--- config.mk ---
export PLATFORM = sky130hd
export DESIGN_NAME = bht_gshare_predictor
export DESIGN_NICKNAME = d
export VERILOG_FILES = /design/src/rtl/bht_gshare_predictor.sv
export SDC_FILE = /design/constraint.sdc
export NUM_CORES = 2
export LEC_CHECK = 0
export ABC_AREA = 1
export BUFFER_PORTS_ARGS = -buffer_cell sky130_fd_sc_hd__buf_2
export CELL_PAD_IN_SITES_DETAIL_PLACEMENT = 0
export CELL_PAD_IN_SITES_GLOBAL_PLACEMENT = 1
export CORE_UTILIZATION = 51
export DETAILED_ROUTE_END_ITERATION = 8
export PLACE_DENSITY_LB_ADDON = 0.05
export SLEW_MARGIN = 20
export SYNTH_ARGS = -nofsm -noshare
export SYNTH_HDL_FRONTEND = slang
export SYNTH_SLANG_ARGS = --single-unit
--- constraint.sdc ---
create_clock -name i_clk -period 97.8 [get_ports i_clk]
set_input_delay 14.67 -clock i_clk [delete_from_list [all_inputs] [get_ports i_clk]]
set_output_delay 14.67 -clock i_clk [all_outputs]
set_load 0.05 [all_outputs]
--- src/rtl/bht_gshare_predictor.sv ---
// Branch direction predictor: a table of 2^IDX_W saturating counters indexed
// either by PC bits (bimodal) or by PC bits XOR global history (gshare).
// After reset the table is swept to weakly-not-taken one entry per cycle;
// prediction is registered (latency 1), update is a same-cycle read-modify-write.
module bht_gshare_predictor #(
   parameter int PC_W   = 32,
   parameter int IDX_W  = 10,
   parameter int CTR_W  = 2,
   parameter int HIST_W = 10,
   parameter int MODE   = 1
) (
   input  logic              i_clk,
   input  logic              i_rst,
   output logic              o_ready,
   input  logic              i_pred_req,
   input  logic [PC_W-1:0]   i_pred_pc,
   output logic              o_pred_valid,
   output logic              o_pred_taken,
   output logic [CTR_W-1:0]  o_pred_ctr,
   output logic [HIST_W-1:0] o_pred_hist,
   input  logic              i_upd_valid,
   input  logic [PC_W-1:0]   i_upd_pc,
   input  logic [HIST_W-1:0] i_upd_hist,
   input  logic              i_upd_taken
);

   localparam logic [CTR_W-1:0] CTR_MAX = '1;
   localparam logic [CTR_W-1:0] CTR_WNT = {1'b0, {(CTR_W-1){1'b1}}};

   typedef enum logic {S_INIT, S_RUN} state_t;

   state_t              r_state;
   state_t              w_state_nxt;
   logic [IDX_W-1:0]    r_init_idx;
   logic                w_init_last;
   logic                r_ready;
   logic [HIST_W-1:0]   r_ghr;
   logic [CTR_W-1:0]    r_table [2**IDX_W];

   logic                r_pred_valid;
   logic                r_pred_taken;
   logic [CTR_W-1:0]    r_pred_ctr;
   logic [HIST_W-1:0]   r_pred_hist;

   logic [IDX_W-1:0]    w_pidx;
   logic [IDX_W-1:0]    w_uidx;
   logic [CTR_W-1:0]    w_pred_rd;
   logic [CTR_W-1:0]    w_upd_rd;
   logic [CTR_W-1:0]    w_upd_nxt;
   logic                w_pred_fire;
   logic                w_upd_fire;
   logic                w_unused;

   // Saturating +/-1 step: never wraps past 0 or the all-ones maximum.
   function automatic logic [CTR_W-1:0] sat_step(input logic [CTR_W-1:0] c, input logic up);
      if (up) return (c == CTR_MAX) ? c : c + 1'b1;
      else    return (c == '0)      ? c : c - 1'b1;
   endfunction

   // Predict side hashes with the live GHR; update side with the history captured at predict time.
   assign w_pidx = i_pred_pc[IDX_W+1:2] ^ ((MODE != 0) ? IDX_W'(r_ghr)      : '0);
   assign w_uidx = i_upd_pc[IDX_W+1:2]  ^ ((MODE != 0) ? IDX_W'(i_upd_hist) : '0);

   assign w_pred_rd   = r_table[w_pidx];
   assign w_upd_rd    = r_table[w_uidx];
   assign w_upd_nxt   = sat_step(w_upd_rd, i_upd_taken);
   assign w_pred_fire = r_ready & i_pred_req;
   assign w_upd_fire  = r_ready & i_upd_valid;

   // PC bits outside the index field are intentionally ignored.
   assign w_unused = ^{i_pred_pc[PC_W-1:IDX_W+2], i_pred_pc[1:0],
                       i_upd_pc[PC_W-1:IDX_W+2],  i_upd_pc[1:0]};

   // Next-state logic: leave INIT once the last entry has been written.
   always_comb begin
      w_state_nxt = r_state;
      w_init_last = (r_init_idx == '1);
      if (r_state == S_INIT && w_init_last) w_state_nxt = S_RUN;
   end

   // State register, sweep pointer and ready flag.
   always_ff @(posedge i_clk) begin
      if (i_rst) begin
         r_state    <= S_INIT;
         r_init_idx <= '0;
         r_ready    <= 1'b0;
      end else begin
         r_state <= w_state_nxt;
         if (r_state == S_INIT) begin
            r_init_idx <= r_init_idx + 1'b1;
            if (w_init_last) r_ready <= 1'b1;
         end
      end
   end

   // Counter table: init sweep writes WNT; in RUN a resolved branch commits its saturated count.
   always_ff @(posedge i_clk) begin
      if (!i_rst) begin
         if (r_state == S_INIT) r_table[r_init_idx] <= CTR_WNT;
         else if (w_upd_fire)   r_table[w_uidx]     <= w_upd_nxt;
      end
   end

   // Global history shifts in each resolved outcome (kept in both modes).
   always_ff @(posedge i_clk) begin
      if (i_rst)           r_ghr <= '0;
      else if (w_upd_fire) r_ghr <= HIST_W'({r_ghr, i_upd_taken});
   end

   // Registered prediction; table read is read-first against a same-edge update.
   always_ff @(posedge i_clk) begin
      if (i_rst) begin
         r_pred_valid <= 1'b0;
         r_pred_taken <= 1'b0;
         r_pred_ctr   <= '0;
         r_pred_hist  <= '0;
      end else begin
         r_pred_valid <= w_pred_fire;
         if (w_pred_fire) begin
            r_pred_ctr   <= w_pred_rd;
            r_pred_taken <= w_pred_rd[CTR_W-1];
            r_pred_hist  <= r_ghr;
         end
      end
   end

   assign o_ready      = r_ready;
   assign o_pred_valid = r_pred_valid;
   assign o_pred_taken = r_pred_taken;
   assign o_pred_ctr   = r_pred_ctr;
   assign o_pred_hist  = r_pred_hist;

endmodule

==> results.md <==
- Status: finished clean
- Fin crit share: 0.238
- Post-synth top cells: nand2_1, nand3_1, edfxtp_1
- Count of different cell masters after synthesis: 38
- Normalized max-slew margin: 0.195
- Cell Rows: 171
- Hold-fix buffers, CTS: 0
- Setup TNS: 0 ns
- Count leader, synth: nand2_1
- WL/cell: between 20 and 30 um
- Crit path DAT: between 20 and 25 ns
- Reg2reg path depth: 19
- Gr ovfl total: 0
- First-pass GRT wire length: roughly 600,000 um
- Tot Pwr: 0.00206 W
- Total wire length: between 400,000 and 500,000 um
- Die Wd: roughly 470 um
- Share of layout cells above drive strength 1: 0.0659
- Cell accounting for the most synthesized area: edfxtp_1
- RSZ-0062 raised after global routing: false
- Finish-stage setup viols: 0
- Antenna viol nets, final: 0
- Starting density of the core: 0.514
- Setup CP Type: in -> reg
- Area growth, synth to finish: 7.48%
- Sequential power share: 0.468
- Core area: between 200,000 and 250,000 um^2
- Dpl hpwl: around 220,000 um
- #FFs+latches synth: 2,082
- Largest net degree at the start of global routing: between 200 and 250
- Via-to-Cell Ratio: about 6.3
- EDFF count, synth: between 2,000 and 2,500
- YS warnings: 0
- P_int: roughly 0.0015 W
- H-tree depth: 4
- Hold_ws: 0.478 ns
- Final Hold Fails: 0
- Max cap viols: 0
- Startpoint Class: primary input
- Crit Path Max Fanout: around 240
- Post-synth ARST share: 0
- Avg Inst Size Synth: roughly 8.7 um^2
- Worst path required time: between 90 and 100 ns
- CTS Buf Count: about 230
- Port bufs: 49
- Placed cell area: about 110,000 um^2
- Share of total power in combinational logic: 0.118
- Clock sink count: 2,082
- Layout Nets: around 12,000
- Worst hold stages: 2
- Total track usage: 0.368
- Max frequency: about 0.043 GHz
- Num ports: 94
- Syn_nets: roughly 13,000
- Max Root-Sink Buffers: 3
- DRT iter0 DRCs: ~13,000
- Reg clk slew, reported paths: approximately 0.060 ns
- CTS tree: yes
- Crit end category: register
- Clk_lat worst skew: 0.90 ns
- Worst VDD drop: 0.0000206 V
- Postcts setup bufs: 0
- Die area: between 200,000 and 250,000 um^2
- Worst Tran Pin Value: between 1 and 1.5 ns
- Synth top area share: 0.549
- P_leak: between 40 and 50 nW
- Slew Limit Fails: 0
- Seq/Total Area, Yosys: 0.555
- Worst min path class: reg -> reg
- Main synth FF type: edfxtp_1
- Switching Fraction: 0.265
- GP Congestion: slightly below 0.9
- Via count: between 90,000 and 100k
- Synth Instances: roughly 13,000
- Setup Skew: 0.0378 ns
- CTS resizes: 0
- Initial antenna violation count: 17
- DRT Pass-1 Iters: 6
- Clock power share: 0.414
- Post-synthesis cell area: 112,000 um^2
- Cell area after layout: approximately 120,000 um^2
- Psw: 0.000547 W
- # DRC: 0
- Die H: approximately 470 um
- Dpl cells: 15,000
- Largest cells by area after synthesis: edfxtp_1, nand3_1, nand2_1
- Root Driver: clkbuf_16
- Final Non-Filler Cells: 15,400
- Tmin final: ~23 ns
- Vias in the first global route: ~94,000
- Cell Pwr Density: between 15 and 20 nW/um^2
layout by cell type, fill, tap and decap left out, drive strengths merged, types with 162 or more instances in the layout:
master,synthesis,layout
clkbuf,372,272
nor2,1335,1335
o21ai,516,516
edfxtp,2048,2048
nand2,2995,2995
or2,162,162
nand3,2705,2705
inv,1077,1085
o211ai,850,850
buf,719,266
cell type report:
type                            count  area [um^2]
Clock inverter                    156         1390
Inverter                         1080         4110
Antenna cell                        6         15.0
Fill cell                       19500        97300
Timing Repair Buffer              266         2170
Multi-Input combinational cell   8669        41000
Tap cell                         2854         3570
Sequential cell                  2082        62200
Clock buffer                      272         5910
routing by layer:
layer | share of wire | global-route usage | wire (um) | up-vias
met5 | 0.00026 | 0 | 107 | -
met3 | 0.11 | 0.0643 | 44800 | 1144
met2 | 0.45 | 0.587 | 188000 | 5847
li1 | - | - | - | 43000
met4 | 0.055 | 0.193 | 22900 | 14
met1 | 0.38 | 0.481 | 159000 | 47000
cells by family after synthesis:
| family | after synthesis | synth area share |
|---|---|---|
| and+or+nand+nor | 7220 | 0.277 |
| xor gates and xnor gates | 17 | 0.00170 |
| adders and majority gates | 1 | 0.000112 |
| DFF | 2082 | 0.555 |
| AOI/OAI and AO/OA | 1431 | 0.0832 |
| buffers and inverters | 2171 | 0.0828 |
flip-flops by register name, indices dropped and copies added (netlist names):
register,count
o_pred_ctr,1
o_pred_hist,10
o_pred_taken,1
o_pred_valid,1
r_ghr,10
r_init_idx,10
r_state,1
r_table,2048
through the flow:
stage | utilization | setup slack, ns
3_5_place_dp | 0.519 | 73.89
5_1_grt | 0.553 | 74.15
4_1_cts | 0.553 | 74.83
3_3_place_gp | 0.519 | 74.05
2_1_floorplan | - | 48.71
6_report | 0.553 | 74.51
worst max-delay path, stage by stage:
cell     delay, ns
buf_2         0.12
inv_1         0.08
nand2_1       0.14
nand2_8       0.81
buf_4         0.88
buf_4         0.81
buf_4         0.70
buf_4         0.77
nand2_1       0.12
nand3_1       0.11
nand3_1       0.12
nand3_1       0.13
nand3_1       0.16
nand3_1       0.22
nand3_1       0.30
nand3_1       0.18
nand3_1       0.10
nand3_1       0.10
nand2_1       0.07
inv_2         0.06
nand2_1       0.08
a21oi_4       0.15
buf_12        0.79
buf_12        0.72
buf_4         0.93
final timing paths:
path	startpoint	endpoint	slack, ns
setup / recovery	i_upd_hist[0]	r_table[856][1]$_DFFE_PP_	74.51
hold / removal	o_pred_hist[9]$_SDFFE_PP0P_	o_pred_hist[9]$_SDFFE_PP0P_	0.48
setup reg to reg	r_ghr[0]$_SDFFE_PP0P_	o_pred_ctr[0]$_SDFFE_PP0P_	91.88
hold reg to reg	o_pred_hist[9]$_SDFFE_PP0P_	o_pred_hist[9]$_SDFFE_PP0P_	0.48
power groups by stage:
stage	combinational [W]	clock, W	sequential (W)
after floorplan	0.000153	0	0.000984
after global placement	0.000235	0	0.000984
after detailed placement	0.000236	0	0.000984
after CTS	0.000237	0.000859	0.000965
after global routing	0.000257	0.000892	0.000964
final	0.000244	0.000854	0.000965
(Power assumes the default switching activity.)
